**src/rtl/data_mem_resp_pkg.sv**
```systemverilog
// rtl/data_mem_resp_pkg.sv - shared types and constants for the data memory responder
package data_mem_resp_pkg;

    localparam int DATA_W = 16;
    localparam int CNT_W  = 4;

    typedef enum logic [1:0] {
        ST_IDLE = 2'd0,
        ST_WAIT = 2'd1,
        ST_RESP = 2'd2
    } state_t;

    // Misaligned byte address or word index beyond the array.
    function automatic logic addr_err(input logic [DATA_W-1:0] addr, input int depth);
        return addr[0] || (32'(addr[DATA_W-1:1]) >= 32'(depth));
    endfunction

endpackage

```
**src/rtl/data_mem_resp_if.sv**
```systemverilog
// rtl/data_mem_resp_if.sv - CPU load/store request and response channel
interface data_mem_resp_if;
    import data_mem_resp_pkg::*;

    logic              req_valid;
    logic              req_ready;
    logic              req_write;
    logic [DATA_W-1:0] req_addr;
    logic [DATA_W-1:0] req_wdata;
    logic              resp_valid;
    logic              resp_ready;
    logic [DATA_W-1:0] resp_rdata;
    logic              resp_err;

    modport master (
        output req_valid, req_write, req_addr, req_wdata, resp_ready,
        input  req_ready, resp_valid, resp_rdata, resp_err
    );

    modport slave (
        input  req_valid, req_write, req_addr, req_wdata, resp_ready,
        output req_ready, resp_valid, resp_rdata, resp_err
    );

endinterface

```
**src/rtl/data_mem_resp_dmem_array.sv**
```systemverilog
// rtl/data_mem_resp_dmem_array.sv - single-port word array, synchronous write, registered read
module dmem_array
    import data_mem_resp_pkg::*;
#(
    parameter int DEPTH = 256,
    parameter int AW    = 8
) (
    input  logic              i_clk,
    input  logic              i_en,
    input  logic              i_we,
    input  logic [AW-1:0]     i_addr,
    input  logic [DATA_W-1:0] i_wdata,
    output logic [DATA_W-1:0] o_rdata
);

    logic [DATA_W-1:0] r_mem [DEPTH];
    logic [DATA_W-1:0] r_rdata;

    always_ff @(posedge i_clk) begin
        if (i_en) begin
            if (i_we) begin
                r_mem[i_addr] <= i_wdata;
            end
            r_rdata <= r_mem[i_addr];
        end
    end

    assign o_rdata = r_rdata;

endmodule

```
**src/rtl/data_mem_resp.sv**
```systemverilog
// rtl/data_mem_resp.sv - wait-state memory responder: request capture, FSM, error check
module data_mem_resp
    import data_mem_resp_pkg::*;
#(
    parameter int DEPTH       = 256,
    parameter int WAIT_CYCLES = 2
) (
    input  logic           clock,
    input  logic           reset,
    data_mem_resp_if.slave bus
);

    localparam int AW = (DEPTH > 1) ? $clog2(DEPTH) : 1;

    state_t            r_state;
    state_t            w_next;
    logic [CNT_W-1:0]  r_cnt;
    logic              r_write;
    logic              r_err;
    logic [AW-1:0]     r_idx;
    logic [DATA_W-1:0] r_wdata;

    logic              w_accept;
    logic              w_in_err;
    logic              w_direct;
    logic              w_acc_write;
    logic              w_acc_err;
    logic [AW-1:0]     w_acc_idx;
    logic [DATA_W-1:0] w_acc_wdata;
    logic              w_enter_resp;
    logic              w_arr_en;
    logic [DATA_W-1:0] w_arr_rdata;

    assign w_accept = bus.req_valid && (r_state == ST_IDLE);
    assign w_in_err = addr_err(bus.req_addr, DEPTH);

    // With no wait states the array is hit on the accept edge, so take operands off the bus.
    assign w_direct    = (r_state == ST_IDLE);
    assign w_acc_write = w_direct ? bus.req_write       : r_write;
    assign w_acc_err   = w_direct ? w_in_err            : r_err;
    assign w_acc_idx   = w_direct ? bus.req_addr[AW:1]  : r_idx;
    assign w_acc_wdata = w_direct ? bus.req_wdata       : r_wdata;

    assign w_enter_resp = !reset &&
                          ((w_accept && (WAIT_CYCLES == 0)) ||
                           ((r_state == ST_WAIT) && (r_cnt == CNT_W'(1))));
    assign w_arr_en     = w_enter_resp && !w_acc_err;

    always_comb begin
        w_next = r_state;
        unique case (r_state)
            ST_IDLE: if (bus.req_valid)        w_next = (WAIT_CYCLES == 0) ? ST_RESP : ST_WAIT;
            ST_WAIT: if (r_cnt == CNT_W'(1))   w_next = ST_RESP;
            ST_RESP: if (bus.resp_ready)       w_next = ST_IDLE;
            default:                           w_next = ST_IDLE;
        endcase
    end

    always_ff @(posedge clock) begin
        if (reset) begin
            r_state <= ST_IDLE;
            r_cnt   <= '0;
            r_write <= 1'b0;
            r_err   <= 1'b0;
            r_idx   <= '0;
            r_wdata <= '0;
        end else begin
            r_state <= w_next;
            if (w_accept) begin
                r_cnt   <= CNT_W'(WAIT_CYCLES);
                r_write <= bus.req_write;
                r_err   <= w_in_err;
                r_idx   <= bus.req_addr[AW:1];
                r_wdata <= bus.req_wdata;
            end else if (r_state == ST_WAIT) begin
                r_cnt <= r_cnt - 1'b1;
            end
        end
    end

    dmem_array #(
        .DEPTH (DEPTH),
        .AW    (AW)
    ) u_dmem_array (
        .i_clk   (clock),
        .i_en    (w_arr_en),
        .i_we    (w_acc_write),
        .i_addr  (w_acc_idx),
        .i_wdata (w_acc_wdata),
        .o_rdata (w_arr_rdata)
    );

    // The array only updates on RESP entry, so the response holds while backpressured.
    assign bus.req_ready  = (r_state == ST_IDLE);
    assign bus.resp_valid = (r_state == ST_RESP);
    assign bus.resp_err   = (r_state == ST_RESP) && r_err;
    assign bus.resp_rdata = ((r_state == ST_RESP) && !r_err && !r_write) ? w_arr_rdata : '0;

endmodule

```
**src/flat_wrapper.sv**
```systemverilog
// flat-port wrapper written by rule: the top's interface ports become plain ports
module data_mem_resp_flat import data_mem_resp_pkg::*;
#(
    parameter int DEPTH       = 256,
    parameter int WAIT_CYCLES = 2
)
  (clock, reset, bus_req_valid, bus_req_write, bus_req_addr, bus_req_wdata, bus_resp_ready, bus_req_ready, bus_resp_valid, bus_resp_rdata, bus_resp_err);
  data_mem_resp_if bus_i ();
  input  logic clock;
  input  logic reset;
  input wire logic [$bits(bus_i.req_valid)-1:0] bus_req_valid;
  input wire logic [$bits(bus_i.req_write)-1:0] bus_req_write;
  input wire logic [$bits(bus_i.req_addr)-1:0] bus_req_addr;
  input wire logic [$bits(bus_i.req_wdata)-1:0] bus_req_wdata;
  input wire logic [$bits(bus_i.resp_ready)-1:0] bus_resp_ready;
  output wire logic [$bits(bus_i.req_ready)-1:0] bus_req_ready;
  output wire logic [$bits(bus_i.resp_valid)-1:0] bus_resp_valid;
  output wire logic [$bits(bus_i.resp_rdata)-1:0] bus_resp_rdata;
  output wire logic [$bits(bus_i.resp_err)-1:0] bus_resp_err;
  assign bus_i.req_valid = bus_req_valid;
  assign bus_i.req_write = bus_req_write;
  assign bus_i.req_addr = bus_req_addr;
  assign bus_i.req_wdata = bus_req_wdata;
  assign bus_i.resp_ready = bus_resp_ready;
  assign bus_req_ready = bus_i.req_ready;
  assign bus_resp_valid = bus_i.resp_valid;
  assign bus_resp_rdata = bus_i.resp_rdata;
  assign bus_resp_err = bus_i.resp_err;
  data_mem_resp #(.DEPTH(DEPTH), .WAIT_CYCLES(WAIT_CYCLES)) u_core (.clock(clock), .reset(reset), .bus(bus_i));
endmodule
```
**config.mk**
```make
export PLATFORM = sky130hd
export DESIGN_NAME = data_mem_resp_flat
export DESIGN_NICKNAME = d
export VERILOG_FILES = /design/src/rtl/data_mem_resp_pkg.sv /design/src/rtl/data_mem_resp_if.sv /design/src/rtl/data_mem_resp_dmem_array.sv /design/src/rtl/data_mem_resp.sv /design/src/flat_wrapper.sv
export SDC_FILE = /design/constraint.sdc
export NUM_CORES = 2
export LEC_CHECK = 0
export BUFFER_PORTS_ARGS = -buffer_cell sky130_fd_sc_hd__buf_2
export CAP_MARGIN = 30
export CORE_AREA = 2 2 482 580
export CTS_BUF_LIST = sky130_fd_sc_hd__clkbuf_16
export DETAILED_ROUTE_END_ITERATION = 10
export DIE_AREA = 0 0 484 582
export HOLD_SLACK_MARGIN = 0.02
export PLACE_DENSITY = 0.77
export RECOVER_POWER = 25
export SYNTH_ARGS = -nofsm -noshare
export SYNTH_HDL_FRONTEND = slang
export SYNTH_HIERARCHICAL = 1
export SYNTH_SLANG_ARGS = --single-unit
```
**constraint.sdc**
```tcl
create_clock -name clock -period 4.32 [get_ports clock]
set_input_delay 0.648 -clock clock [delete_from_list [all_inputs] [get_ports clock]]
set_output_delay 0.648 -clock clock [all_outputs]
set_load 0.01 [all_outputs]
```
==> flow_metrics.tcl <==
set metrics [dict create \
    p_int_mw 65.1 \
    die_width_um 484 \
    via_per_inst 7.03 \
    async_flop_share_pct 0 \
    clock-skew-final_ns 0.0583 \
    final_cells 11515 \
    ys_seq_area_share_pct 79.1 \
    cts_tree "yes" \
    remaining_drc_errors 0 \
    crit_type "flop to flop" \
    max_clock_freq_mhz 236 \
    h-tree-depth 5 \
    finalMaxSlewViolations 1434 \
    cts_buffer_depth 4 \
    initial_core_util_pct 56.8 \
    synth_edf_count 4112 \
    cts_buffers 364 \
    gp_congestion 0.893 \
    io_pins 56 \
    cp_data_arrival_time_ns 4.86 \
    whs_ns 0.0606 \
    die_area_um2 282000 \
    ys.flop_type "edfxtp_1" \
    hold_class "input pin to flop" \
    grt.total_usage_pct 29.4 \
    area_growth_pct 13.7 \
    fp.coreArea_um2 276000 \
    period_needed_ns 4.24 \
    fin_nets 7631 \
    placed_cells 10825 \
    wire_per_inst_um 36.3 \
    syn_inst 6848 \
    cts-root-buf "clkbuf_16" \
    p_sw_share_pct 22.7 \
    hpwlAfterDp_um 235000 \
    vias 80943 \
    drt-total-wl_um 419000 \
    insertion_delay_ns 0.92 \
    grt_pass1_wl_um 594000 \
    finalHoldViolations 0 \
    cp.required_ns 4.94 \
    powerDensity_nw_per_um2 472 \
    seq_power_share_pct 53.3 \
    p_comb_share_pct 8.9 \
    critPathMaxFanout 13 \
    postRouteAntennaNets 0 \
    post-route-period-util_pct 98.2 \
    setup.worst_path.end_class "flop" \
    drive_above_1_share_pct 30.3 \
    slew_headroom_pct -98.1 \
    synth_cell_types 41 \
    fillCellCount 16706 \
    worst_slack_ns 0.0771 \
    grt_antenna_before_repair 15 \
    synth_nets 6887 \
    grt_max_degree 164 \
    startpoint_type "flop" \
    globalRoute.totalOverflow 0 \
    grt_pass1_vias 80598 \
    clock_power_share_pct 37.8 \
    rsz0062_at_grt "no" \
    p_leak_nw 56.0 \
    ir_worst_vdd_mv 0.333 \
    avgSynthCellArea_um2 22.9 \
    clk_transition_reported_paths_ns 0.07 \
    dieHeight_um 582 \
    firstDrtPassIters 10 \
    ys_ff_latch 4144 \
    yosysWarningCount 6 \
    rows 212 \
    tightest_slew_ns 2.97 \
    finalSetupViolCount 0 \
    violations "max-capacitance violations, max-slew violations" \
    p_switching_mw 19.1 \
    maxCapViolCount 14 \
    netlist_area_um2 157000 \
    cts_sinks 4144 \
    drtIter0Drc 13249 \
    status "complete, but fails checks" \
    pre_cts_slack_ns -0.360 \
    port_buffers 55 \
]
stage by stage:
| stage | cell area (um^2) | total power, mW | utilization [%] | TNS (ns) |
|---|---|---|---|---|
| final | 178000 | 84.2 | 64.5 | 0 |
| after CTS | 178000 | 84.3 | 64.6 | 0 |
| after global placement | 167000 | 52.8 | 60.2 | -2.75 |
| after global routing | 178000 | 86.0 | 64.5 | 0 |
| after floorplan | 157000 | 50.0 | - | 0 |
| after detailed placement | 167000 | 53.0 | 60.3 | -1.37 |
power groups by stage:
stage | logic [mW] | registers, mW | clock network (mW)
after global placement | 7.04 | 45.7 | 0
final | 7.49 | 44.9 | 31.8
after floorplan | 4.14 | 45.8 | 0
after detailed placement | 7.25 | 45.7 | 0
after CTS | 7.43 | 44.9 | 32.0
after global routing | 7.74 | 44.9 | 33.4
what timing repair did:
action / CTS / global route
endpoints found under the setup margin: 10 / 10
setup buffers: 8 / 2
hold buffers: 24 / 0
resized for setup: 15 / 6
hold endpoints to repair: 24 / 0
layout make-up:
| class | count | area (um^2) | share of cell area, % |
|---|---|---|---|
| Clock buffer | 372 | 9310 | 5.22 |
| Antenna cell | 10 | 25.0 | 0.0140 |
| Tap cell | 3638 | 4550 | 2.55 |
| Timing Repair Buffer | 800 | 6800 | 3.81 |
| Multi-Input combinational cell | 2280 | 31400 | 17.6 |
| Clock inverter | 269 | 2110 | 1.18 |
| Sequential cell | 4144 | 124000 | 69.6 |
| Inverter | 2 | 7.51 | 0.00421 |
cells in the final DEF, fill, tap and decap left out, types with 21 or more instances in the layout:
cell type / count
clkbuf_16: 372
o41ai_2: 21
a22oi_1: 509
a21oi_1: 260
dlygate4sd3_1: 24
clkinv_1: 64
mux4_2: 1024
nor2_1: 262
dfxtp_1: 30
inv_1: 93
clkinv_2: 48
bufinv_16: 33
buf_2: 57
edfxtp_1: 4112
buf_4: 632
buf_12: 67
o41ai_1: 37
cells in the mapped netlist (all sizes together) (3+ instances only):
| cell | count | share of area [%] |
|---|---|---|
| a22o | 26 | 0.16 |
| mux4 | 1024 | 15 |
| a22oi | 512 | 2.5 |
| a21oi | 260 | 0.83 |
| nand2b | 3 | 0.012 |
| nand3 | 5 | 0.016 |
| clkbuf | 270 | 0.65 |
| nand4 | 16 | 0.064 |
| and2 | 19 | 0.076 |
| nor2b | 8 | 0.037 |
| dfxtp | 32 | 0.41 |
| o41ai | 64 | 0.36 |
| nor3b | 3 | 0.022 |
| mux2 | 25 | 0.18 |
| nor3 | 3 | 0.0096 |
| nand2 | 31 | 0.074 |
| nor2 | 265 | 0.64 |
| edfxtp | 4112 | 79 |
| buf | 152 | 0.49 |
layer usage:
metal / track usage (%) / part of all wire, % / vias up
li1: - / - / 30856
met1: 38.6 / 33 / 42089
met2: 46.6 / 48 / 6754
met3: 5.90 / 12 / 1232
met4: 17.0 / 7.0 / 12
met5: 0 / 0.019 / -
flip-flops by register name, indices dropped and copies added (netlist names):
signal / count
u_core/r_write: 1
u_core/r_cnt: 4
u_core/u_dmem_array/o_rdata: 16
u_core/r_idx: 8
u_core/r_wdata: 16
u_core/r_err: 1
u_core/u_dmem_array/r_mem: 4096
u_core/r_state: 2
final timing paths:
check | start | to | slack, ns | cells after the start
worst max-delay path | u_core/r_state[0] | u_core/u_dmem_array/o_rdata[2] | 0.08 | 13
worst min-delay path | bus_req_addr[3] | u_core/r_idx[2] | 0.06 | 2
worst max register to register | u_core/r_state[0] | u_core/u_dmem_array/o_rdata[2] | 0.08 | 13
worst min register to register | u_core/r_wdata[11] | u_core/r_wdata[11] | 0.49 | 1
critical path, stage by stage, from the launching register on:
cell and delay [ns]:
dfxtp_2 0.49, nor2_8 0.07, mux2_8 0.28, buf_12 0.16, buf_4 0.15, buf_12 0.15, buf_4 0.29, buf_4 0.26
mux4_2 0.52, a22oi_1 0.23, a21oi_1 0.21, o41ai_2 0.66, buf_4 0.31, nand4_1 0.11
logic make-up (layout without fill, tap and decap cells):
| family | Yosys count | in the layout | synth area share (%) |
|---|---|---|---|
| other | 0 | 10 | 0 |
| XOR/XNOR | 2 | 2 | 0.0112 |
| flip-flops | 4144 | 4144 | 79.1 |
| adder cells (fa/ha/maj) | 2 | 2 | 0.0160 |
| buffers and inverters | 424 | 1443 | 1.15 |
| multiplexers | 1049 | 1049 | 14.9 |
| AND/OR/NAND/NOR | 361 | 361 | 1.00 |
| AO/OA/AOI/OAI | 866 | 866 | 3.82 |
No activity file was read; power rests on OpenSTA's default activity.
